==> config.mk <==
export PLATFORM = sky130hd
export DESIGN_NAME = match_window_counter
export DESIGN_NICKNAME = d
export VERILOG_FILES = /design/src/rtl/match_window_counter.sv
export SDC_FILE = /design/constraint.sdc
export NUM_CORES = 1
export LEC_CHECK = 0
export CAP_MARGIN = 20
export CORE_MARGIN = 1
export CORE_UTILIZATION = 40
export DETAILED_ROUTE_END_ITERATION = 10
export PLACE_DENSITY = 0.68
export SLEW_MARGIN = 10
export SYNTH_ARGS = -nofsm -noshare
export SYNTH_HDL_FRONTEND = slang
export SYNTH_SLANG_ARGS = --single-unit
==> constraint.sdc <==
create_clock -name clk -period 2.3 [get_ports clk]
set_input_delay 0.345 -clock clk [delete_from_list [all_inputs] [get_ports clk]]
set_output_delay 0.345 -clock clk [all_outputs]
set_load 0.02 [all_outputs]
==> src/rtl/match_window_counter.sv <==
// Counts single-cycle match pulses over a fixed window of WINDOW clock cycles
// and holds the result until the consumer completes a valid/ready handshake.
module match_window_counter #(
  parameter int unsigned WINDOW = 16,
  parameter int unsigned CNT_W  = 5
) (
  input  logic             clk,
  input  logic             rst_n,
  input  logic             pulse_in,
  input  logic             start,
  input  logic             out_ready,
  output logic             busy,
  output logic             count_valid,
  output logic [CNT_W-1:0] count_out,
  output logic             overflow
);

  typedef enum logic [1:0] {
    IDLE   = 2'd0,
    COUNT  = 2'd1,
    REPORT = 2'd2
  } state_t;

  localparam logic [15:0]      TIMER_LOAD = 16'(WINDOW - 1);
  localparam logic [CNT_W-1:0] CNT_MAX    = {CNT_W{1'b1}};

  state_t           state_r;
  logic [15:0]      timer_r;
  logic [CNT_W-1:0] cnt_r;
  logic [CNT_W-1:0] count_out_r;
  logic             overflow_r;
  logic             count_valid_r;
  logic             busy_r;
  logic [CNT_W-1:0] cnt_next_s;
  logic             ovf_next_s;

  // Next counter value for a sampled edge: saturate at CNT_MAX and flag overflow
  always_comb begin
    cnt_next_s = cnt_r;
    ovf_next_s = overflow_r;
    if (pulse_in) begin
      if (cnt_r == CNT_MAX) begin
        cnt_next_s = cnt_r;
        ovf_next_s = 1'b1;
      end else begin
        cnt_next_s = cnt_r + CNT_W'(1);
        ovf_next_s = overflow_r;
      end
    end else begin
      cnt_next_s = cnt_r;
      ovf_next_s = overflow_r;
    end
  end

  // Window FSM with registered outputs
  always_ff @(posedge clk or negedge rst_n) begin
    if (!rst_n) begin
      state_r       <= IDLE;
      timer_r       <= 16'd0;
      cnt_r         <= '0;
      count_out_r   <= '0;
      overflow_r    <= 1'b0;
      count_valid_r <= 1'b0;
      busy_r        <= 1'b0;
    end else begin
      case (state_r)
        IDLE: begin
          if (start) begin
            timer_r    <= TIMER_LOAD;
            cnt_r      <= '0;
            overflow_r <= 1'b0;
            busy_r     <= 1'b1;
            state_r    <= COUNT;
          end else begin
            state_r <= IDLE;
          end
        end
        COUNT: begin
          cnt_r      <= cnt_next_s;
          overflow_r <= ovf_next_s;
          timer_r    <= timer_r - 16'd1;
          // Timer at zero marks the last sampled edge; that edge's pulse is included
          if (timer_r == 16'd0) begin
            timer_r       <= 16'd0;
            count_out_r   <= cnt_next_s;
            count_valid_r <= 1'b1;
            state_r       <= REPORT;
          end else begin
            state_r <= COUNT;
          end
        end
        REPORT: begin
          if (count_valid_r && out_ready) begin
            count_valid_r <= 1'b0;
            busy_r        <= 1'b0;
            state_r       <= IDLE;
          end else begin
            state_r <= REPORT;
          end
        end
        default: begin
          state_r       <= IDLE;
          count_valid_r <= 1'b0;
          busy_r        <= 1'b0;
        end
      endcase
    end
  end

  assign busy        = busy_r;
  assign count_valid = count_valid_r;
  assign count_out   = count_out_r;
  assign overflow    = overflow_r;

endmodule

==> impl_results.md, run 1 <==
- Area post-placement: ~1900 um^2
- Syn Area/Cell: approximately 10 um^2
- Clock Latency Late Sink: 0.28 ns
- Die footprint: 4350 um^2
- Pleak: 0.907 nW
- Synth cell types: 40
- Routing usage on met1: a little under a quarter
- Total global-route track usage: 19.3%
- CTS Buf Count: 5
- #FFs+latches synth: 31
- Slowest Stage Delay on Critical Path: 0.51 ns
- First-pass GRT wire length: 6240 um
- Final Hold Viols: 0
- Min-delay worst type: in2async
- DR vias: 1355
- Post-synthesis sequential area ratio: a little under half
- Mapped Nets: about 170
- Setup violations, final: 0
- Cells along the critical path: inv_1 -> ha_2 -> or4b_4 -> or4_4 -> o32ai_4 -> buf_12 -> a21oi_1
- Min Tclk post-route: 2.24 ns
- Port Buffers: 12
- Slowest CP cell: or4_4
- GR Util met3: 5.34%
- Clock Sinks: 31
- Synth Flop Type: dfrtp_1
- Routability Congestion: about 0.80
- Clock Path Buffers: 2
- FMAX: between 0.4 and 0.5 GHz
- Drt initial violations: between 70 and 80
- Ys Warns: 0
- Switch Pwr: 0.000936 W
- Seq. cell area: ~780 um^2
- Final worst path period share: between 90% and 100%
- HPWL after detailed placement: 2560 um
- Met2 Track Usage GR: 32.0%
- CP Launch Type: flip-flop
- Count of final max-slew check failures: 0
- CTS tree: done
- Ys async rst share: 100%
- Largest net degree at the start of global routing: 32
- Synth Area in XOR/XNOR: between 4 and 5%
- Clock root cell: clkbuf_8
- Cell internal pwr: between 0.0015 and 0.002 W
- Adder-Cell Fraction of Synth Area: under 10%
- Multi-input logic area: just over 800 um^2
- Clk_skew: 0.00453 ns
- Pre-Repair DR Iteration Count: 4
- Clock power share: a little over a fifth
- Sw frac: 36.5%
- Gate Count Post-Synth: about 170
- # rows: 22
- Routed len/inst: around 14 um
- Worst Setup End Kind: flip-flop
- CP Class: reg2reg
- CP delay by family, top: simple AND/OR/NAND/NOR gates
- P per Cell Area: about 1200 nW/um^2
- Combinational power share: a little over 40%
- Rel. slew slack: 64.6%
- Pre-CTS setup slack: 0.00223 ns
- CP Buf/Inv Count: 2
- Initial antenna violation count: 0
- PnR worst setup slack: a little over 0.06 ns
- Grt total ovfl: 0
- R2r setup slk: a little over 0.06 ns
- R2R depth: 7
- Reg-to-reg critical path endpoint: timer_r[13]
- Initial Utilization: 43.1%
- Max cap viols: 0
- Crit path from: timer_r[0]
- Nets: 203
- H-Tree Depth: 2
- Util after Layout: 54.1%
- Layout cell share with drive strength beyond 1: 21.3%
- WL final: around 3500 um
- Multiplexer share of the synthesized area: under 10%
- Via-to-Cell Ratio: 5.53
- Vias in the first global route: 1378
- Remaining antenna violation count after routing: 0
- Clk slew on worst S/H paths: 0.07 ns
- Reg2reg start: timer_r[0]
- Compound-Gate Fraction of Synth Area: between 10% and 20%
- Data arrival time of the critical path: 2.40 ns
- RSZ-0062 raised after global routing: true
- Layout overhead on the synthesized area: 25.6%
- Sequential power share: 37.2%
- Antenna cells: 0
- EDFF count, synth: 0
- Core footprint: 3800 um^2
- CP max FO: 12
- Worst slew pin tran: about 0.53 ns
- Die width: around 66 um
- Remaining DRCs: 0
- Fillcell total: about 340
- Worst vdd ir: 0.000586 V
- Main combinational cell family by area after synthesis: simple AND/OR/NAND/NOR gates
- Post-Syn Area: 1640 um^2
- Run status: finished, final reports clean
- Required @ worst endpoint: 2.46 ns
- Synthesized-area fraction occupied by and/or/nand/nor cells: 24.9%
- Finished Cell Area: 2050 um^2
- # IOs: 13
- Height of the die: 65.9 um
- Layer with the highest usage: met2
-- cell type report --
class,instances,share of cell area [%]
Sequential cell,31,37.8
Tap cell,48,2.92
Timing Repair Buffer,29,12.7
Clock buffer,6,4.02
Multi-Input combinational cell,123,39.8
Clock inverter,2,1.71
Inverter,6,1.10
-- how the worst max path moves through the flow --
| stage | end | slack (ns) | cells after the start |
|---|---|---|---|
| 2_1_floorplan | timer_r[12] | 0.04 | 6 |
| 3_3_place_gp | timer_r[12] | 0.07 | 6 |
| 3_5_place_dp | timer_r[12] | 0.002 | 6 |
| 4_1_cts | timer_r[12] | 0.01 | 6 |
| 5_1_grt | timer_r[15] | -0.02 | 7 |
| 6_report | timer_r[13] | 0.06 | 7 |
-- synthesized netlist by cell type (all sizes together), types with 5 or more instances --
cell type   n  area, um^2
a21oi      14        73.8
o21ai      11        55.1
xnor2       5        43.8
inv         6        22.5
or4         9        78.8
nand2      14        52.6
dfrtp      31         776
or3         5        31.3
nor2       14        52.6
-- kinds of logic after synthesis --
family,Yosys count
compound gates,37
xor+xnor,8
fa+ha+maj,2
buf+inv,12
mux,6
simple gates,70
flops,31
-- through the flow --
| stage | power [W] | instances | hold WS (ns) | TNS, ns |
|---|---|---|---|---|
| floorplan | 0.00163 | 166 | 0.0494 | 0 |
| global placement | 0.00196 | 235 | 0.474 | 0 |
| detailed placement | 0.00202 | 235 | 0.483 | 0 |
| CTS | 0.00256 | 244 | 0.469 | 0 |
| global route | 0.00276 | 245 | 0.495 | -0.161 |
| finish | 0.00257 | 245 | 0.469 | 0 |
-- worst register-to-register path: stages (launching register included) --
cell and delay [ns]:
dfrtp_1 0.39, inv_1 0.06, ha_2 0.16, or4b_4 0.48
or4_4 0.51, o32ai_4 0.30, buf_12 0.17, a21oi_1 0.04
-- placed cells by master (no fill, tap or decap), types with 4 or more instances in the layout --
master,instances
dfrtp_1,31
buf_4,16
nor2_1,14
nand2_1,14
a21oi_1,13
clkdlybuf4s50_1,12
o21ai_0,11
or4_1,6
clkbuf_8,6
inv_1,5
xnor2_1,5
or3_1,4
nor3_1,4
nand2b_1,4
mux2i_1,4
o31ai_1,4
-- power groups by stage --
stage,clock [W],combinational (W),sequential [W]
global placement,0,0.00101,0.000953
finish,0.000549,0.00106,0.000955
global route,0.000578,0.00120,0.000979
detailed placement,0,0.00105,0.000970
CTS,0.000560,0.00104,0.000952
floorplan,0,0.000637,0.000997
-- timing repair --
action	in CTS	in global routing
hold buffers	0	0
setup buffers	1	1
resized for setup	0	3
pin swaps	0	1
endpoints found under the setup margin	1	12
-- state kept, by name (all words and copies together) (netlist names) --
name and count:
timer_r 16, cnt_r 5, count_out 5, state_r 2
busy 1, count_valid 1, overflow 1
-- routing by layer --
layer	up-vias	routed length, um	part of all wire (%)
li1	660	-	-
met2	29	1720	48
met1	658	1630	46
met5	-	0	0
met4	0	69	1.9
met3	8	129	3.6
No activity file was read; power rests on OpenSTA's default activity.
==> run 2: changes to the inputs <==
- RECOVER_POWER: default -> 25
==> run 2 against run 1 <==
Design area is 0.12% lower. Critical path depth stayed put. Fmax is the same. Power barely moved. Die area stayed put. Hold slack better by 0.034 ns. First-iteration DRC count did not move. Setup slack unchanged. Sequential cell count unchanged. Sequential share of layout area is essentially flat. Non-clock buffer count is the same.
==> impl_results.md, run 2 (same netlist as run 1, synthesis figures left out) <==
- Worst vdd ir: 0.000586 V (about the same)
- Min-delay worst type: reg2reg
- Hold Crit Depth: 2
- CP Buf/Inv Count: 2 (unchanged)
- Worst Setup End Kind: flip-flop
- Clk_skew: 0.00453 ns (unchanged)
- FMAX: 0.447 GHz (unchanged)
- R2R depth: 7 (unchanged)
- Critical path depth: 7 (unchanged)
- Routability Congestion: 0.798 (unchanged)
- Sequential power share: 37.2% (about the same)
- Clock root cell: clkbuf_8
- Pleak: 0.907 nW (about the same)
- CP Launch Type: flip-flop
- Total global-route track usage: 19.3% (unchanged)
- # IOs: 13 (unchanged)
- Height of the die: 65.9 um (unchanged)
- Met2 Track Usage GR: 32.0% (unchanged)
- Most frequent cells in the layout: 31 x dfrtp_1, 15 x buf_4, 14 x nor2_1, 14 x nand2_1, 13 x a21oi_1
- Routed len/inst: 14.5 um (-0.11%)
- Combinational power share: 41.4% (about the same)
- Final hold slack: 0.503 ns (+0.0339 ns)
- H-Tree Depth: 2 (unchanged)
- Setup violations, final: 0 (unchanged)
- CTS Buf Count: 5 (unchanged)
- Die width: 65.9 um (unchanged)
- Rel. slew slack: 46.7% (-18 points)
- Run status: finished, final reports clean
- Max cap viols: 0 (unchanged)
- CP Class: reg2reg
- Min Tclk post-route: 2.24 ns (unchanged)
- PnR worst setup slack: 0.0619 ns (unchanged)
- HPWL after detailed placement: 2560 um (unchanged)
- Layout overhead on the synthesized area: 25.5%
- Port Buffers: 12 (unchanged)
- Clock power share: 21.4% (about the same)
- RSZ-0062 raised after global routing: true
- Commonest non-fill, non-tap cell in the layout: dfrtp_1
- First-pass GRT wire length: 6240 um (unchanged)
- Sw frac: 36.5% (about the same)
- Clock Latency Late Sink: 0.28 ns (about the same)
- Nets: 203 (unchanged)
- Clock Path Buffers: 2 (unchanged)
- Final Hold Viols: 0 (unchanged)
- Routing usage on met1: 23.1% (unchanged)
- WL final: 3540 um (-0.11%)
- CTS tree: done
- Clock Sinks: 31 (unchanged)
- Drt initial violations: 76 (unchanged)
- Fillcell total: 339 (+0.30%)
- Remaining DRCs: 0 (unchanged)
- Core footprint: 3800 um^2 (unchanged)
- DR vias: 1355 (unchanged)
- CP max FO: 12 (unchanged)
- Biggest register: timer_r
- Grt total ovfl: 0 (unchanged)
- Clk slew on worst S/H paths: 0.07 ns (about the same)
- Final worst path period share: 97.3% (unchanged)
- Required @ worst endpoint: 2.46 ns (about the same)
- Vias in the first global route: 1378 (unchanged)
- Slowest Stage Delay on Critical Path: 0.51 ns (about the same)
- Remaining antenna violation count after routing: 0 (unchanged)
- Initial antenna violation count: 0 (unchanged)
- Layout cell share with drive strength beyond 1: 21.3% (unchanged)
- Setup TNS: 0 ns (unchanged)
- Slowest CP cell: or4_4
- Antenna cells: 0 (unchanged)
- CP delay by family, top: simple AND/OR/NAND/NOR gates
- Count of final max-slew check failures: 0 (unchanged)
- GR Util met3: 5.34% (unchanged)
- Pre-CTS setup slack: 0.00223 ns (unchanged)
- P per Cell Area: 1250 nW/um^2 (about the same)
- Switch Pwr: 0.000936 W (about the same)
- Largest net degree at the start of global routing: 32 (unchanged)
- Data arrival time of the critical path: 2.40 ns (about the same)
- Worst slew pin tran: 0.799 ns (+0.270 ns)
- # rows: 22 (unchanged)
- Pre-Repair DR Iteration Count: 4 (unchanged)
- Max reg flops: 16 (unchanged)
- Layer with the highest usage: met2
- Cell internal pwr: 0.00163 W (about the same)
- Via-to-Cell Ratio: 5.53 (unchanged)
- Initial Utilization: 43.1% (unchanged)
- Die footprint: 4350 um^2 (unchanged)
- Cells along the critical path: inv_1 -> ha_2 -> or4b_4 -> or4_4 -> o32ai_4 -> buf_12 -> a21oi_1
## run 2: cell count changes in the layout (fill, tap and decap cells not counted), sizes merged
| cell | before | now |
|---|---|---|
| buf | 17 | 16 |
| dlygate4sd3 | 0 | 1 |
| clkdlybuf4s50 | 12 | 11 |
| clkbuf | 6 | 7 |
## run 2: per-stage QoR
step / instance area (um^2) / std cells / power (W) / utilization, %
5_1_grt: 2050 / 245 / 0.00275 / 54.0
2_1_floorplan: 1640 / 166 / 0.00163 / -
3_5_place_dp: 1910 / 235 / 0.00202 / 50.4
6_report: 2050 / 245 / 0.00257 / 54.0
3_3_place_gp: 1910 / 235 / 0.00196 / 50.4
4_1_cts: 2040 / 244 / 0.00256 / 53.7
## run 2: metal layers
layer | wire, um | up-vias
li1 | - | 660
met1 | 1630 | 658
met2 | 1720 | 29
met3 | 129 | 8
met4 | 69 | 0
met5 | 0 | -
## run 2: layout make-up
type	instances	area (um^2)	area share, %
clock buffer	6	82.6	4.02
clock inverter	2	35.0	1.71
inverter	6	22.5	1.10
multi-input combinational	123	818	39.9
sequential	31	776	37.8
tap	48	60.1	2.93
timing repair buffer	29	258	12.6
## run 2: power by group through the flow
stage,Sequential [W],Combinational [W],Clock [W]
2_1_floorplan,0.000997,0.000637,0
3_3_place_gp,0.000953,0.00101,0
3_5_place_dp,0.000970,0.00105,0
4_1_cts,0.000952,0.00104,0.000560
5_1_grt,0.000979,0.00120,0.000578
6_report,0.000955,0.00106,0.000549
## run 2: repair_timing
action,in CTS,in global routing
endpoints found under the hold margin,0,0
hold buffers,0,0
pin swaps,0,1
setup endpoints to repair,1,12
buffers inserted,1,1
resized for setup,0,3
## run 2: final timing paths
| path | startpoint | end | slack [ns] |
|---|---|---|---|
| max | timer_r[0] | timer_r[13] | 0.06 |
| min in group asynchronous | rst_n | timer_r[14] | 0.68 |
| min | count_valid | count_valid | 0.50 |
| min reg2reg | count_valid | count_valid | 0.50 |
| max in group asynchronous | rst_n | count_out[1] | 1.12 |
| max reg2reg | timer_r[0] | timer_r[13] | 0.06 |
## run 2: worst reg2reg max path, delay by kind of cell, from the launching register on
| family | cells | cell delay [ns] |
|---|---|---|
| AO/OA/AOI/OAI | 2 | 0.34 |
| adder cells (fa/ha/maj) | 1 | 0.16 |
| buffers and inverters | 2 | 0.23 |
| flip-flops | 1 | 0.39 |
| AND/OR/NAND/NOR | 2 | 0.99 |
